$ cat config.mk
export PLATFORM = sky130hd
export DESIGN_NAME = operand_fetch_flat
export DESIGN_NICKNAME = d
export VERILOG_FILES = /design/src/rtl/operand_fetch_if.sv /design/src/rtl/operand_fetch.sv /design/src/flat_wrapper.sv
export SDC_FILE = /design/constraint.sdc
export NUM_CORES = 1
export LEC_CHECK = 0
export BUFFER_PORTS_ARGS = -buffer_cell sky130_fd_sc_hd__buf_2
export CORE_ASPECT_RATIO = 0.5
export CORE_UTILIZATION = 35
export DETAILED_ROUTE_END_ITERATION = 8
export PLACE_DENSITY_LB_ADDON = 0.2
export RECOVER_POWER = 25
export SETUP_SLACK_MARGIN = 0.5
export SYNTH_ARGS = -nofsm -noshare
export SYNTH_HDL_FRONTEND = slang
export SYNTH_SLANG_ARGS = --single-unit
$ cat constraint.sdc
create_clock -name clk -period 7.8 [get_ports clk]
set_input_delay 0.78 -clock clk [delete_from_list [all_inputs] [get_ports clk]]
set_output_delay 0.78 -clock clk [all_outputs]
set_load 0.05 [all_outputs]
$ cat src/rtl/operand_fetch_if.sv
// Bundle of the operand-fetch handshakes: decoded-instruction input, register-file
// read port, write-back snoop, and the registered operand bundle with the scoreboard.
interface operand_fetch_if;
  logic        in_valid;
  logic        in_ready;
  logic [4:0]  in_rs1;
  logic [4:0]  in_rs2;
  logic [4:0]  in_rd;
  logic        in_rd_en;
  logic [31:0] in_tag;

  logic [4:0]  readAddressA;
  logic [4:0]  readAddressB;
  logic [31:0] readDataA;
  logic [31:0] readDataB;

  logic        wb_en;
  logic [4:0]  wb_addr;
  logic [31:0] wb_data;

  logic        out_valid;
  logic        out_ready;
  logic [31:0] out_rs1_data;
  logic [31:0] out_rs2_data;
  logic [4:0]  out_rd;
  logic        out_rd_en;
  logic [31:0] out_tag;
  logic [31:0] sb_busy;

  // master: the surrounding pipeline / register file; slave: operand_fetch itself
  modport master (
    output in_valid, in_rs1, in_rs2, in_rd, in_rd_en, in_tag,
    output readDataA, readDataB,
    output wb_en, wb_addr, wb_data,
    output out_ready,
    input  in_ready, readAddressA, readAddressB,
    input  out_valid, out_rs1_data, out_rs2_data, out_rd, out_rd_en, out_tag, sb_busy
  );

  modport slave (
    input  in_valid, in_rs1, in_rs2, in_rd, in_rd_en, in_tag,
    input  readDataA, readDataB,
    input  wb_en, wb_addr, wb_data,
    input  out_ready,
    output in_ready, readAddressA, readAddressB,
    output out_valid, out_rs1_data, out_rs2_data, out_rd, out_rd_en, out_tag, sb_busy
  );
endinterface

$ cat src/rtl/operand_fetch.sv
// Operand fetch stage: reads the register file with write-back bypass, tracks pending
// writes in a scoreboard, and presents a one-entry registered operand bundle.
module operand_fetch (
  input  logic          clk,
  input  logic          reset,
  operand_fetch_if.slave bus
);

  logic [31:0] sb_busy_q, sb_busy_d;
  logic        out_valid_q, out_valid_d;
  logic [31:0] out_rs1_data_q, out_rs1_data_d;
  logic [31:0] out_rs2_data_q, out_rs2_data_d;
  logic [4:0]  out_rd_q, out_rd_d;
  logic        out_rd_en_q, out_rd_en_d;
  logic [31:0] out_tag_q, out_tag_d;

  logic [31:0] wb_clr;
  logic [31:0] rd_set;
  logic [31:0] busy_eff;
  logic        hazard;
  logic        can_advance;
  logic        accept;
  logic [31:0] op_a;
  logic [31:0] op_b;

  function automatic logic [31:0] resolve(input logic [4:0] rs, input logic [31:0] rdata,
                                          input logic wen, input logic [4:0] waddr,
                                          input logic [31:0] wdata);
    logic [31:0] r;
    r = rdata;
    if (rs == 5'd0)
      r = 32'd0;
    else if (wen && (waddr == rs))
      r = wdata;
    return r;
  endfunction

  // busy_eff excludes registers whose write-back lands this cycle; x0 is never pending
  genvar gi;
  generate
    for (gi = 0; gi < 32; gi++) begin : g_sb
      if (gi == 0) begin : g_x0
        assign wb_clr[gi]    = 1'b0;
        assign rd_set[gi]    = 1'b0;
        assign busy_eff[gi]  = 1'b0;
        assign sb_busy_d[gi] = 1'b0;
      end else begin : g_xn
        assign wb_clr[gi]    = bus.wb_en && (bus.wb_addr == 5'(gi));
        assign rd_set[gi]    = accept && bus.in_rd_en && (bus.in_rd == 5'(gi));
        assign busy_eff[gi]  = sb_busy_q[gi] && !wb_clr[gi];
        assign sb_busy_d[gi] = rd_set[gi] || busy_eff[gi];
      end
    end
  endgenerate

  assign hazard = bus.in_valid &&
                  (busy_eff[bus.in_rs1] || busy_eff[bus.in_rs2] ||
                   (bus.in_rd_en && busy_eff[bus.in_rd]));

  assign can_advance = !out_valid_q || bus.out_ready;
  assign accept      = bus.in_valid && bus.in_ready;

  assign op_a = resolve(bus.in_rs1, bus.readDataA, bus.wb_en, bus.wb_addr, bus.wb_data);
  assign op_b = resolve(bus.in_rs2, bus.readDataB, bus.wb_en, bus.wb_addr, bus.wb_data);

  always_comb begin
    out_valid_d    = out_valid_q;
    out_rs1_data_d = out_rs1_data_q;
    out_rs2_data_d = out_rs2_data_q;
    out_rd_d       = out_rd_q;
    out_rd_en_d    = out_rd_en_q;
    out_tag_d      = out_tag_q;
    if (can_advance) begin
      out_valid_d = accept;
      if (accept) begin
        out_rs1_data_d = op_a;
        out_rs2_data_d = op_b;
        out_rd_d       = bus.in_rd;
        out_rd_en_d    = bus.in_rd_en;
        out_tag_d      = bus.in_tag;
      end
    end
  end

  always_ff @(posedge clk or posedge reset) begin
    if (reset) begin
      sb_busy_q      <= '0;
      out_valid_q    <= 1'b0;
      out_rs1_data_q <= '0;
      out_rs2_data_q <= '0;
      out_rd_q       <= '0;
      out_rd_en_q    <= 1'b0;
      out_tag_q      <= '0;
    end else begin
      sb_busy_q      <= sb_busy_d;
      out_valid_q    <= out_valid_d;
      out_rs1_data_q <= out_rs1_data_d;
      out_rs2_data_q <= out_rs2_data_d;
      out_rd_q       <= out_rd_d;
      out_rd_en_q    <= out_rd_en_d;
      out_tag_q      <= out_tag_d;
    end
  end

  // reset gates in_ready directly so nothing is accepted while it is held
  assign bus.in_ready     = can_advance && !hazard && !reset;
  assign bus.readAddressA = bus.in_rs1;
  assign bus.readAddressB = bus.in_rs2;
  assign bus.out_valid    = out_valid_q;
  assign bus.out_rs1_data = out_rs1_data_q;
  assign bus.out_rs2_data = out_rs2_data_q;
  assign bus.out_rd       = out_rd_q;
  assign bus.out_rd_en    = out_rd_en_q;
  assign bus.out_tag      = out_tag_q;
  assign bus.sb_busy      = sb_busy_q;

endmodule

$ cat src/flat_wrapper.sv
// flat-port wrapper written by rule: the top's interface ports become plain ports
module operand_fetch_flat 
  (clk, reset, bus_in_valid, bus_in_rs1, bus_in_rs2, bus_in_rd, bus_in_rd_en, bus_in_tag, bus_readDataA, bus_readDataB, bus_wb_en, bus_wb_addr, bus_wb_data, bus_out_ready, bus_in_ready, bus_readAddressA, bus_readAddressB, bus_out_valid, bus_out_rs1_data, bus_out_rs2_data, bus_out_rd, bus_out_rd_en, bus_out_tag, bus_sb_busy);
  operand_fetch_if bus_i ();
  input  logic clk;
  input  logic reset;
  input wire logic [$bits(bus_i.in_valid)-1:0] bus_in_valid;
  input wire logic [$bits(bus_i.in_rs1)-1:0] bus_in_rs1;
  input wire logic [$bits(bus_i.in_rs2)-1:0] bus_in_rs2;
  input wire logic [$bits(bus_i.in_rd)-1:0] bus_in_rd;
  input wire logic [$bits(bus_i.in_rd_en)-1:0] bus_in_rd_en;
  input wire logic [$bits(bus_i.in_tag)-1:0] bus_in_tag;
  input wire logic [$bits(bus_i.readDataA)-1:0] bus_readDataA;
  input wire logic [$bits(bus_i.readDataB)-1:0] bus_readDataB;
  input wire logic [$bits(bus_i.wb_en)-1:0] bus_wb_en;
  input wire logic [$bits(bus_i.wb_addr)-1:0] bus_wb_addr;
  input wire logic [$bits(bus_i.wb_data)-1:0] bus_wb_data;
  input wire logic [$bits(bus_i.out_ready)-1:0] bus_out_ready;
  output wire logic [$bits(bus_i.in_ready)-1:0] bus_in_ready;
  output wire logic [$bits(bus_i.readAddressA)-1:0] bus_readAddressA;
  output wire logic [$bits(bus_i.readAddressB)-1:0] bus_readAddressB;
  output wire logic [$bits(bus_i.out_valid)-1:0] bus_out_valid;
  output wire logic [$bits(bus_i.out_rs1_data)-1:0] bus_out_rs1_data;
  output wire logic [$bits(bus_i.out_rs2_data)-1:0] bus_out_rs2_data;
  output wire logic [$bits(bus_i.out_rd)-1:0] bus_out_rd;
  output wire logic [$bits(bus_i.out_rd_en)-1:0] bus_out_rd_en;
  output wire logic [$bits(bus_i.out_tag)-1:0] bus_out_tag;
  output wire logic [$bits(bus_i.sb_busy)-1:0] bus_sb_busy;
  assign bus_i.in_valid = bus_in_valid;
  assign bus_i.in_rs1 = bus_in_rs1;
  assign bus_i.in_rs2 = bus_in_rs2;
  assign bus_i.in_rd = bus_in_rd;
  assign bus_i.in_rd_en = bus_in_rd_en;
  assign bus_i.in_tag = bus_in_tag;
  assign bus_i.readDataA = bus_readDataA;
  assign bus_i.readDataB = bus_readDataB;
  assign bus_i.wb_en = bus_wb_en;
  assign bus_i.wb_addr = bus_wb_addr;
  assign bus_i.wb_data = bus_wb_data;
  assign bus_i.out_ready = bus_out_ready;
  assign bus_in_ready = bus_i.in_ready;
  assign bus_readAddressA = bus_i.readAddressA;
  assign bus_readAddressB = bus_i.readAddressB;
  assign bus_out_valid = bus_i.out_valid;
  assign bus_out_rs1_data = bus_i.out_rs1_data;
  assign bus_out_rs2_data = bus_i.out_rs2_data;
  assign bus_out_rd = bus_i.out_rd;
  assign bus_out_rd_en = bus_i.out_rd_en;
  assign bus_out_tag = bus_i.out_tag;
  assign bus_sb_busy = bus_i.sb_busy;
  operand_fetch u_core (.clk(clk), .reset(reset), .bus(bus_i));
endmodule
# == Word-level counts from Yosys, hierarchy flattened ==
# Cells that the tools add are included.
# totals
regBits,134
inputBits,154
out_inout_bits,146
# classes
n_lt_le_gt_ge,3
eq_ne,64
muxes,10
reduce_logical,172
# op_table
op,n
$eq A5 B5 Y1 const B,32
$mux W32,4
$logic_and A1 B1 Y1,101
$eq A5 B4 Y1 const B,16
$eq A5 B3 Y1 const B,8
$logic_not A1 Y1,34
$logic_or A1 B1 Y1,34
$eq A5 B2 Y1 const B,4
$lt A5 B6 Y1 const B,3
$bmux W1 S5,3
$eq A5 B1 Y1 const B,2
$eq A5 B5 Y1,2
$logic_not A5 Y1,2
$mux W1,3
$reduce_and A2 Y1,1

# == Depth between registers and ports, before layout ==
# Gate-level depths: netlist of the first run.
# logic_depth
depth_word,16
ltp_mapped,14
depth_no_buf,8

# == Least setup slack after synthesis of the first run ==
# OpenSTA, ideal clock, no wires.
# synth_path
path_type,input port to output port
from,in bus_wb_addr[3]
to,out bus_in_ready
arrival_ns,3.482
t_required_ns,7.020
path_slack_ns,3.538
cell_stages,9
cell_sequence,buf_2 -> or4b_4 -> o21ai_2 -> nor2_1 -> o311ai_2 -> o311ai_1 -> a211oi_2 -> nand2_1 -> a21boi_0
# synth_between
elab_chain_len,12
# synth_lines
element,line,rtl
"start, declared",flat_wrapper.sv:16,input wire logic [$bits(bus_i.wb_addr)-1:0] bus_wb_addr;
"$eq A5 B1 Y1, or another cell as far along",operand_fetch.sv:48,assign wb_clr[gi] = bus.wb_en && (bus.wb_addr == 5'(gi));
$logic_and A1 B1 Y1,operand_fetch.sv:48,
$logic_not A1 Y1,operand_fetch.sv:50,assign busy_eff[gi] = sb_busy_q[gi] && !wb_clr[gi];
$logic_and A1 B1 Y1,operand_fetch.sv:50,
"$bmux W1 S5, on equally long branches","operand_fetch.sv:57, operand_fetch.sv:58",
"$mux W1, on equally long branches","operand_fetch.sv:57, operand_fetch.sv:58",
$logic_or A1 B1 Y1 / $logic_and A1 B1 Y1 (equally long branches),"operand_fetch.sv:57, operand_fetch.sv:58",
$logic_or A1 B1 Y1 *,operand_fetch.sv:57,(busy_eff[bus.in_rs1] || busy_eff[bus.in_rs2] ||
$logic_and A1 B1 Y1 *,operand_fetch.sv:56,assign hazard = bus.in_valid &&
$logic_not A1 Y1 *,operand_fetch.sv:106,assign bus.in_ready = can_advance && !hazard && !reset;
$logic_and A1 B1 Y1 * (2 in series),operand_fetch.sv:106,
"end, declared",flat_wrapper.sv:19,output wire logic [$bits(bus_i.in_ready)-1:0] bus_in_ready;
# Every way passes the cells marked *; elsewhere a longest branch is shown, timed or not. The select of a mux whose other input is x is not followed.

# == Final worst setup path of the first run ==
# layout_path
from,in bus_in_rd[0]
to,reg u_core.out_rs2_data_q[6] (netlist: u_core.bus.out_rs2_data[6])
# layout_between
elab_chain_len,10
# layout_lines
element,line,rtl
"start, declared",flat_wrapper.sv:10,input wire logic [$bits(bus_i.in_rd)-1:0] bus_in_rd;
$bmux W1 S5,operand_fetch.sv:58,(bus.in_rd_en && busy_eff[bus.in_rd]));
$mux W1 (not written as such),operand_fetch.sv:58,
$logic_and A1 B1 Y1,operand_fetch.sv:58,
$logic_or A1 B1 Y1,operand_fetch.sv:57,
$logic_and A1 B1 Y1,operand_fetch.sv:56,
$logic_not A1 Y1,operand_fetch.sv:106,
$logic_and A1 B1 Y1 (2 in series),operand_fetch.sv:106,
$logic_and A1 B1 Y1,operand_fetch.sv:61,assign accept = bus.in_valid && bus.in_ready;
$reduce_and A2 Y1 (no line),--,
"end signal, assigned",operand_fetch.sv:98,out_rs2_data_q <= out_rs2_data_d;
"end, declared",operand_fetch.sv:12,"logic [31:0] out_rs2_data_q, out_rs2_data_d;"
# Every way passes these cells. The select of a mux whose other input is x is not followed.
# A chain may end at the register's enable or synchronous reset.

==> run metrics, run 1 <==
Horiz. Die Dim=212.4 um; io pins=300; dpl ws=about 2.9 ns; ant diodes=0; headroom to the max-slew limit=-75.03%; Synth cell types=67; Starting DRT DRC Count=500; crit path launch=bus_in_rd[0]; Via density=approximately 5.4; Core ar.=21680 um^2; Final GP Congestion=0.9285; worst setup margin=3.306 ns; Hold Crit Depth=1; Sum Neg Setup Slack=0 ns; Min Clock Period, post-route=between 4 and 5 ns; clock skew=around 0.011 ns; Final #Nets=approximately 1100; initial antenna violation count=0; Synth area leader=dfrtp_1; Data required, critical path=8.11 ns; Slew Viols, Final=60; final-report hold violation count=0; crit end category=flop; Hold Path Origin=u_core.bus.out_rs1_data[2]$_DFFE_PP0P_; Synth async-reset ratio=between 90% and 100%; Post-Syn Area=7744 um^2; DRT antenna net count=0; CTS root buf=clkbuf_16; Crit Reg-Reg Endpoint=u_core.bus.out_rs2_data[6]$_DFFE_PP0P_; CTS tree=yes; CTS clk-pin slew, worst paths=~0.060 ns; share of the synthesized area in the top cell type=between 40% and 50%; R2R setup slack=about 3.9 ns; Final Power=around 0.0032 W; Layout fillers=2144; VDD IR max=0.0001981 V; clk sink count=134; Syn Area/Cell=approximately 11 um^2; final period utilization=just under 60%; RSZ-0062 raised after global routing=false; postcts setup bufs=0; Setup Crit Path Kind=input port to flop; HP Class=flop to flop; row count=38; CTS resizes=0; depth of the CTS H-tree=4; commonest cells after routing, fill and taps aside=252 x buf_2, 134 x dfrtp_1, 98 x mux2_2, 77 x mux2i_1, 76 x nor2_1; sequential-to-total area share from yosys stat=43.30%; status=finished with violations; Synth Flop Type=dfrtp_1; critical-path maximum fanout=52; # setup viols final=0; Worst-Skew Late Latency=~0.43 ns; # Max-Cap Violations=1; Crit path arrival time=a little under 5 ns; static leakage=4.338 nW; Area growth syn-to-layout=26.35%; footprint of the multi-input gates=slightly below 4000 um^2; pwr/cell area=around 320 nW/um^2; first-pass GRT wire length=38890 um; DRT Pass-1 Iters=6; GRT Total Usage=a little under a quarter; HPWL Detailed=between 15000 and 20000 um; commonest non-fill, non-tap cell in the layout=buf_2; Die H=about 110 um; Mapped Nets=860; final WL=25300 um; Worst Setup EP=u_core.bus.out_rs2_data[6]$_DFFE_PP0P_; number of synthesized flops with an enable pin=0; failing checks=max-capacitance violations, max-slew violations; DRC viols=0; share of cells above drive strength 1=between 40% and 50%; Clock Path Buffers=2; Post-Syn Instances=706; CP Launch Type=input port; synth warn=0; Reg-to-Reg Start=u_core.bus.sb_busy[27]$_DFF_PP0_; number of synthesized register bits=approximately 130; grt total ovfl=0; largest net degree at the start of global routing=slightly below 80; CTS buffer count=17; vias in the first global route=6882; sequential cell area=around 3400 um^2; Highest Clock Rate=222.5 MHz; via count=roughly 6900; Starting Density=a little over a third; # hold bufs at CTS=0; top cells by area, synth=dfrtp_1 43%, mux2_2 14%, mux2i_1 10%; Slew @ Worst Pin=around 2.6 ns; count of buffers from port buffering=298; FF-to-FF path depth=8; drt wl/cell=between 15 and 20 um; die area=around 23000 um^2
layer usage:
| layer | global-route usage [%] | routed length, um | part of all wire (%) |
|---|---|---|---|
| met5 | 0 | 0 | 0 |
| met4 | 10.23 | 603 | 2.4 |
| met3 | 5.155 | 1534 | 6.1 |
| met2 | 38.29 | 12800 | 51 |
| met1 | 27.57 | 10360 | 41 |
final cells by class:
| class | instances | share of cell area (%) |
|---|---|---|
| Clock inverter | 14 | 1.496 |
| Sequential cell | 134 | 34.27 |
| Tap cell | 300 | 3.836 |
| Timing Repair Buffer | 302 | 14.96 |
| Inverter | 10 | 0.3964 |
| Multi-Input combinational cell | 493 | 40.55 |
| Clock buffer | 18 | 4.488 |
cell usage after synthesis (4+ instances only):
cell / number
nand4bb_1: 4
a21oi_1: 5
a31oi_1: 6
clkbuf_1: 24
mux2_4: 9
o21ai_0: 30
nand2b_1: 10
o211ai_1: 16
mux2i_1: 77
nor3_1: 10
inv_1: 9
nor2_1: 76
mux2_2: 98
o311ai_0: 4
buf_2: 12
o2111ai_1: 8
xor2_1: 8
nand2_1: 17
o31ai_1: 35
buf_1: 6
and3_1: 5
xnor2_1: 5
buf_4: 23
dfrtp_1: 134
o21ai_1: 7
nand3_1: 4
registers in the layout, indices dropped and copies added, names as in the netlist:
signal / count
u_core.bus.out_rs1_data: 32
u_core.bus.out_valid: 1
u_core.bus.out_tag: 32
u_core.bus.sb_busy: 31
u_core.bus.out_rd_en: 1
u_core.bus.out_rd: 5
u_core.bus.out_rs2_data: 32
stage by stage:
stage	util (%)	hold WS (ns)	cell area, um^2	instances
floorplan	-	0.8194	7744	706
global placement	42.71	0.4784	9260	1239
detailed placement	42.71	0.4895	9260	1239
CTS	45.41	0.4186	9846	1271
global route	45.13	0.5214	9784	1271
finish	45.13	0.5009	9784	1271
where the power goes:
part           switching, W  total (W)  internal, W
Combinational       0.00101    0.00135     0.000338
Sequential         0.000108    0.00100     0.000894
Clock              0.000332   0.000812     0.000480
Total               0.00145    0.00316      0.00171
worst min path at each step:
stage | endpoint | slack (ns)
2_1_floorplan | u_core.bus.out_valid$_DFFE_PP0P_ | 0.82
3_3_place_gp | u_core.bus.out_valid$_DFFE_PP0P_ | 0.48
3_5_place_dp | u_core.bus.out_tag[4]$_DFFE_PP0P_ | 0.49
4_1_cts | u_core.bus.out_rs1_data[22]$_DFFE_PP0P_ | 0.42
5_1_grt | u_core.bus.out_rs1_data[3]$_DFFE_PP0P_ | 0.52
6_report | u_core.bus.out_rs1_data[2]$_DFFE_PP0P_ | 0.50
cell families (layout without fill, tap and decap cells):
logic type	after synthesis	count (layout)	share of synthesized area, %
and+or+nand+nor	152	152	10.02
AOI/OAI and AO/OA	141	141	12.94
buffers and inverters	79	344	5.687
DFF	134	134	43.30
xor gates and xnor gates	13	13	1.470
muxes	186	186	26.53
other	1	1	0.04843
worst max-delay path, stage by stage:
cell and delay, ns:
buf_2 0.46, mux2_2 0.41, and3_1 0.17, a2111oi_0 0.53
a2111oi_0 0.17, a211oi_2 0.38, and4_4 0.74, buf_4 0.70
mux2_2 0.41
No activity file was read; power rests on OpenSTA's default activity.
==> inputs of run 2 (changes only) <==
- ABC_AREA: default -> 1
- clock period: 7.8 -> 3.8 ns (I/O delays scaled with it)
==> run 2 against run 1 <==
  * The run still ends with max-capacitance violations, max-slew violations left
  * Sequential power grew 99%
  * Global-route usage grew 1.8 points
  * First-iteration DRC count grew 26%
  * Critical path depth grew 8
  * Hold slack lost 0.35 ns
  * Synthesized area shrank 4.1%
  * Largest cell class unchanged
==> run metrics, run 2 <==
Data required, critical path=3.42 ns (-4.69 ns); postcts setup bufs=0 (unchanged); Mapped Nets=1191 (+38%); Slew @ Worst Pin=2.013 ns (-0.5981 ns); Core ar.=20650 um^2 (-4.8%); status=finished with violations; Post-Syn Instances=1037 (+47%); crit end category=output port; Horiz. Die Dim=208.0 um (-2.1%); final period utilization=79.08%; Post-Syn Area=7426 um^2 (-4.1%); Worst-Skew Late Latency=0.42 ns (about the same); pwr/cell area=658.7 nW/um^2 (+100%); drt wl/cell=16.57 um (-17%); number of synthesized flops with an enable pin=0 (unchanged); Slew Viols, Final=44 (-27%); depth of the CTS H-tree=4 (unchanged); Final #Nets=1454 (+31%); Crit path arrival time=2.63 ns (-2.18 ns); Critical Path Max Stage Delay=0.48 ns (-0.26 ns); cell family with most CP delay=simple AND/OR/NAND/NOR gates; clk sink count=134 (unchanged); count of buffers from port buffering=298 (unchanged); Syn Area/Cell=7.161 um^2 (-35%); most used cell, CP=nand2_1; DRT Pass-1 Iters=5 (-1); Starting Density=35.97% (+0.25 points); Via density=4.971 (-7.9%); static leakage=5.188 nW (+20%); CTS clk-pin slew, worst paths=0.06 ns (about the same); Hold Crit Depth=3 (+2); # hold bufs at CTS=0 (unchanged); final WL=26310 um (+4.0%); CTS root buf=clkbuf_16; initial antenna violation count=2 (+2); clock skew=0.008761 ns (-0.002535 ns); Critical Path, Cell by Cell=buf_2, nor2_2, inv_1, o21ai_2, inv_2, nand2_1, nand2_1, nand2_1, nand2_1, inv_1, nand2_1, nand2_1, nand2_1, nor2_2, nand2_1, a21boi_0, buf_2; # Max-Cap Violations=1 (unchanged); HPWL Detailed=19510 um (+6.6%); Buf/Inv on CP=5 (+3); Synth cell types=30 (-55%); Final GP Congestion=0.9699 (+4.5%); grt total ovfl=0 (unchanged); Layout fillers=2136 (-0.37%); share of cells above drive strength 1=27.11% (-15 points); final-report hold violation count=0 (unchanged); GRT Total Usage=24.38% (+1.8 points); largest net degree at the start of global routing=103 (+34%); CTS tree=yes; DRT antenna net count=0 (unchanged); sequential-to-total area share from yosys stat=45.16% (+1.9 points); Synth area leader=dfrtp_1; die area=21840 um^2 (-4.1%); Sum Neg Setup Slack=0 ns (unchanged); Starting DRT DRC Count=630 (+26%); DRC viols=0 (unchanged); top cells by area, synth=dfrtp_1 45%, nand2_1 22%, o211ai_1 6.6%; Clock Path Buffers=2 (unchanged); vias in the first global route=7591 (+10%); io pins=300 (unchanged); Synth Flop Type=dfrtp_1; RSZ-0062 raised after global routing=false; commonest cells after routing, fill and taps aside=430 x nand2_1, 290 x buf_2, 134 x dfrtp_1, 93 x nand3_1, 71 x o21ai_1; commonest non-fill, non-tap cell in the layout=nand2_1; critical-path maximum fanout=15 (-71%); synth warn=0 (unchanged); CP Depth=17 (+8); Min Clock Period, post-route=approximately 3 ns; Synth async-reset ratio=100.0% (unchanged); synth cell count leaders=430 x nand2_1, 134 x dfrtp_1, 93 x nand3_1; headroom to the max-slew limit=-34.94% (+40 points); count leader, synth=nand2_1; Area growth syn-to-layout=30.94%; via count=7894 (+15%); # setup viols final=0 (unchanged); number of synthesized register bits=134 (unchanged); HP Class=input port to flop; CP Launch Type=input port; CTS buffer count=17 (unchanged); failing checks=max-capacitance violations, max-slew violations; share of the synthesized area in the top cell type=45.16% (+1.9 points); first-pass GRT wire length=41570 um (+6.9%); Final Power=0.006404 W (+100%); CTS resizes=0 (unchanged); FF-to-FF path depth=13 (+5); row count=37 (-2.6%); Setup Crit Path Kind=input port to output port; Highest Clock Rate=between 300 and 400 MHz; Slowest cell on crit path=nor2_2; Die H=105.0 um (-2.0%); VDD IR max=0.0003157 V (+59%)
[run 2: changes by cell type in the layout (fill, tap and decap cells not counted), moves of 12 or more]
cell,delta
clkbuf_1,-38
inv_1,+52
o211ai_1,+49
mux2i_1,-77
mux2_2,-98
nor2_1,-23
o21ai_1,+64
o31ai_1,-35
nand3_1,+89
o21ai_0,-12
nand2_1,+413
buf_2,+38
[run 2: worst register-to-register path, delay by kind of cell (launching register included)]
kind	cells	cell delay, ns
and+or+nand+nor	12	1.37
buffers and inverters	1	0.52
DFF	1	0.44
[run 2: final cells by class]
type                       instances  area (um^2)  share of cell area (%)
antenna                            2        5.005                 0.05147
clock buffer                      20        466.7                   4.800
clock inverter                    12        221.5                   2.278
inverter                          72        271.5                   2.792
multi-input combinational        766         3475                   35.74
sequential                       134         3353                   34.49
tap                              273        341.6                   3.513
timing repair buffer             309         1589                   16.34
[run 2: worst paths after layout]
path,startpoint,endpoint,slack (ns)
worst min-delay path,bus_in_tag[11],u_core.bus.out_tag[11]$_DFFE_PP0P_,0.15
worst min register to register,u_core.bus.out_rs2_data[29]$_DFFE_PP0P_,u_core.bus.out_rs2_data[29]$_DFFE_PP0P_,0.48
worst max register to register,u_core.bus.sb_busy[31]$_DFF_PP0_,u_core.bus.out_tag[4]$_DFFE_PP0P_,1.40
max in group asynchronous,reset,u_core.bus.out_rs2_data[31]$_DFFE_PP0P_,1.17
worst max-delay path,bus_wb_addr[4],bus_in_ready,0.79
min in group asynchronous,reset,u_core.bus.out_rd[0]$_DFFE_PP0P_,0.47
[run 2: stage by stage]
stage	hold WS (ns)	util, %	instance area, um^2	setup WS, ns	instances
finish	0.1531	47.09	9723	0.7950	1588
detailed placement	0.4597	43.86	9055	0.6354	1554
floorplan	0.4764	-	7430	0.7163	1037
global route	0.1430	47.09	9723	0.5195	1588
CTS	0.1311	47.19	9743	0.7755	1586
global placement	0.4576	43.86	9055	0.6167	1554
[run 2: kinds of logic after synthesis]
logic type                share of synthesized area (%)
buffers and inverters                             8.054
xor gates and xnor gates                         0.2359
and+or+nand+nor                                   32.64
DFF                                               45.16
AOI/OAI and AO/OA                                 13.87
other                                           0.05050
[run 2: routing by layer]
layer,vias to the layer above,GRT usage (%),routed length [um]
met5,-,0,0
met4,0,7.831,544
met3,38,4.749,1602
met2,294,40.63,12500
met1,3672,31.87,11660
li1,3890,-,-
[run 2: where the power goes]
part | switching, W | internal (W)
sequential | 0.000202 | 0.00179
combinational | 0.00195 | 0.000548
clock | 0.000635 | 0.00128
total | 0.00279 | 0.00362
==> inputs of run 3 (changes only) <==
- clock period: 3.8 -> 3 ns (I/O delays scaled with it)
==> run 3 against run 2 <==
  * The run still ends with max-capacitance violations, max-slew violations left
  * Via count is 1.2% higher
  * Sequential power is 27% higher
  * Clock power is 11% higher
  * Critical path type unchanged
  * Highest routed layer unchanged
  * Sequential cell count stayed put
  * Die area stayed put
  * Core utilization is 2.5 points higher
  * Global-route usage is 0.12 points lower
==> run metrics, run 3 (same netlist as run 2, synthesis figures left out) <==
R2R setup slack=0.75 ns (-0.65 ns); static leakage=5.326 nW (+2.7%); DRC viols=0 (unchanged); CTS clk-pin slew, worst paths=0.06 ns (about the same); Die H=105.0 um (unchanged); CTS root buf=clkbuf_16; first-pass GRT wire length=41420 um (-0.35%); Crit Reg-Reg Endpoint=u_core.bus.out_tag[6]$_DFFE_PP0P_; # Max-Cap Violations=2 (+1); grt total ovfl=0 (unchanged); Via density=4.958 (-0.27%); HP Class=input port to flop; final WL=26610 um (+1.1%); depth of the CTS H-tree=4 (unchanged); Core Util, Final=49.63% (+2.5 points); DRT Pass-1 Iters=6 (+1); DRT antenna net count=0 (unchanged); Layout fillers=2133 (-0.14%); vias in the first global route=7595 (+0.053%); Starting Density=35.97% (unchanged); row count=37 (unchanged); VDD IR max=0.0005058 V (+60%); Final #Nets=1479 (+1.7%); CP Launch Type=input port; Final Cell Area=10250 um^2 (+5.4%); failing checks=max-capacitance violations, max-slew violations; initial antenna violation count=2 (unchanged); clk sink count=134 (unchanged); final-report hold violation count=0 (unchanged); Hold Crit Depth=3 (unchanged); Highest Clock Rate=419.2 MHz; CTS tree=yes; share of cells above drive strength 1=32.41% (+5.3 points); Setup Crit Path Kind=input port to output port; critical-path maximum fanout=7 (-8); dpl ws=0.05681 ns (-0.5786 ns); final period utilization=a little under 80%; # setup viols final=0 (unchanged); largest net degree at the start of global routing=65 (-37%); io pins=300 (unchanged); RSZ-0062 raised after global routing=false; # hold bufs at CTS=0 (unchanged); Area growth syn-to-layout=37.99%; count of buffers from port buffering=298 (unchanged); GRT Total Usage=24.25% (-0.12 points); clock skew=0.008861 ns (+0.00009998 ns); commonest non-fill, non-tap cell in the layout=nand2_1; Worst Hold End=u_core.bus.out_tag[0]$_DFFE_PP0P_; Hold Path Origin=bus_in_tag[0]; headroom to the max-slew limit=-41.75% (-6.8 points); Slew Viols, Final=104 (+140%); Sum Neg Setup Slack=0 ns (unchanged); Horiz. Die Dim=208.0 um (unchanged); worst setup margin=0.6143 ns (-0.1807 ns); Slew @ Worst Pin=2.126 ns (+0.1132 ns); Data required, critical path=2.70 ns (-0.72 ns); Min Clock Period, post-route=2.386 ns; Worst-Skew Late Latency=0.41 ns (about the same); Final Power=0.007899 W (+23%); pwr/cell area=770.8 nW/um^2 (+17%); HPWL Detailed=19650 um (+0.75%); Final GP Congestion=0.9709 (+0.10%); Core ar.=20650 um^2 (unchanged); Crit path arrival time=2.09 ns (-0.54 ns); Reg-to-Reg Start=u_core.bus.sb_busy[15]$_DFF_PP0_; drt wl/cell=16.52 um (-0.32%); commonest cells after routing, fill and taps aside=407 x nand2_1, 290 x buf_2, 133 x dfrtp_1, 73 x nand3_1, 71 x o21ai_1; Post-DP Area=9174 um^2 (+1.3%); FF-to-FF path depth=13 (unchanged); Starting DRT DRC Count=759 (+20%); CTS buffer count=17 (unchanged); die area=21840 um^2 (unchanged); status=finished with violations; Clock Path Buffers=2 (unchanged); via count=7987 (+1.2%); crit end category=output port
## run 3: what timing repair did
action	in CTS	in global routing
setup buffers	0	11
setup endpoints to repair	2	35
gates cloned	0	2
resized for setup	6	93
pin swaps	1	21
## run 3: through the flow
stage / hold WS, ns / std cells
2_1_floorplan: 0.3964 / 1037
3_3_place_gp: 0.4595 / 1566
3_5_place_dp: 0.4617 / 1566
4_1_cts: 0.05548 / 1596
5_1_grt: 0.05742 / 1611
6_report: 0.08332 / 1611
## run 3: area by class of cell
cell class / count / area [um^2] / area share, %
Inverter: 72 / 284.0 / 2.772
Multi-Input combinational cell: 766 / 3776 / 36.85
Timing Repair inverter: 1 / 6.256 / 0.06105
Clock inverter: 9 / 127.6 / 1.245
Antenna cell: 2 / 5.005 / 0.04884
Sequential cell: 134 / 3354 / 32.74
Timing Repair Buffer: 333 / 1892 / 18.46
Tap cell: 273 / 341.6 / 3.333
Clock buffer: 21 / 460.4 / 4.493
## run 3: power by group
| group | leakage, nW | internal, W | switching [W] |
|---|---|---|---|
| clock network | 0.281 | 0.00134 | 0.000794 |
| logic | 3.33 | 0.000743 | 0.00250 |
| registers | 1.72 | 0.00226 | 0.000264 |
| total | 5.33 | 0.00434 | 0.00355 |
## run 3: worst max-delay path, stage by stage
cell,delay [ns]
buf_6,0.12
nor2_4,0.27
buf_6,0.14
nand3_2,0.07
nand3_1,0.07
nand2_1,0.05
nand2_1,0.07
nand2_1,0.06
nand2_1,0.05
nand2_1,0.05
inv_1,0.04
nand2_1,0.05
nand2_1,0.08
nand2_2,0.08
nor2_4,0.16
nand2_1,0.09
a21boi_2,0.15
buf_6,0.17
## run 3: worst max path at each step
stage	from	end	slack [ns]
finish	bus_wb_addr[3]	bus_in_ready	0.61
CTS	bus_wb_addr[2]	bus_in_ready	0.50
floorplan	bus_wb_addr[2]	bus_in_ready	0.69
global placement	bus_wb_addr[2]	u_core.bus.out_tag[1]$_DFFE_PP0P_	0.09
detailed placement	bus_wb_addr[2]	u_core.bus.out_tag[6]$_DFFE_PP0P_	0.06
global route	reset	u_core.bus.sb_busy[17]$_DFF_PP0_	0.43
## run 3: routing by layer
metal  global-route usage, %  part of all wire [%]  up-vias
met5                       0                     0        -
met4                   7.090                   1.8        0
met3                   5.320                   6.1       38
met2                   40.24                    49      295
met1                   31.73                    43     3711
li1                        -                     -     3943
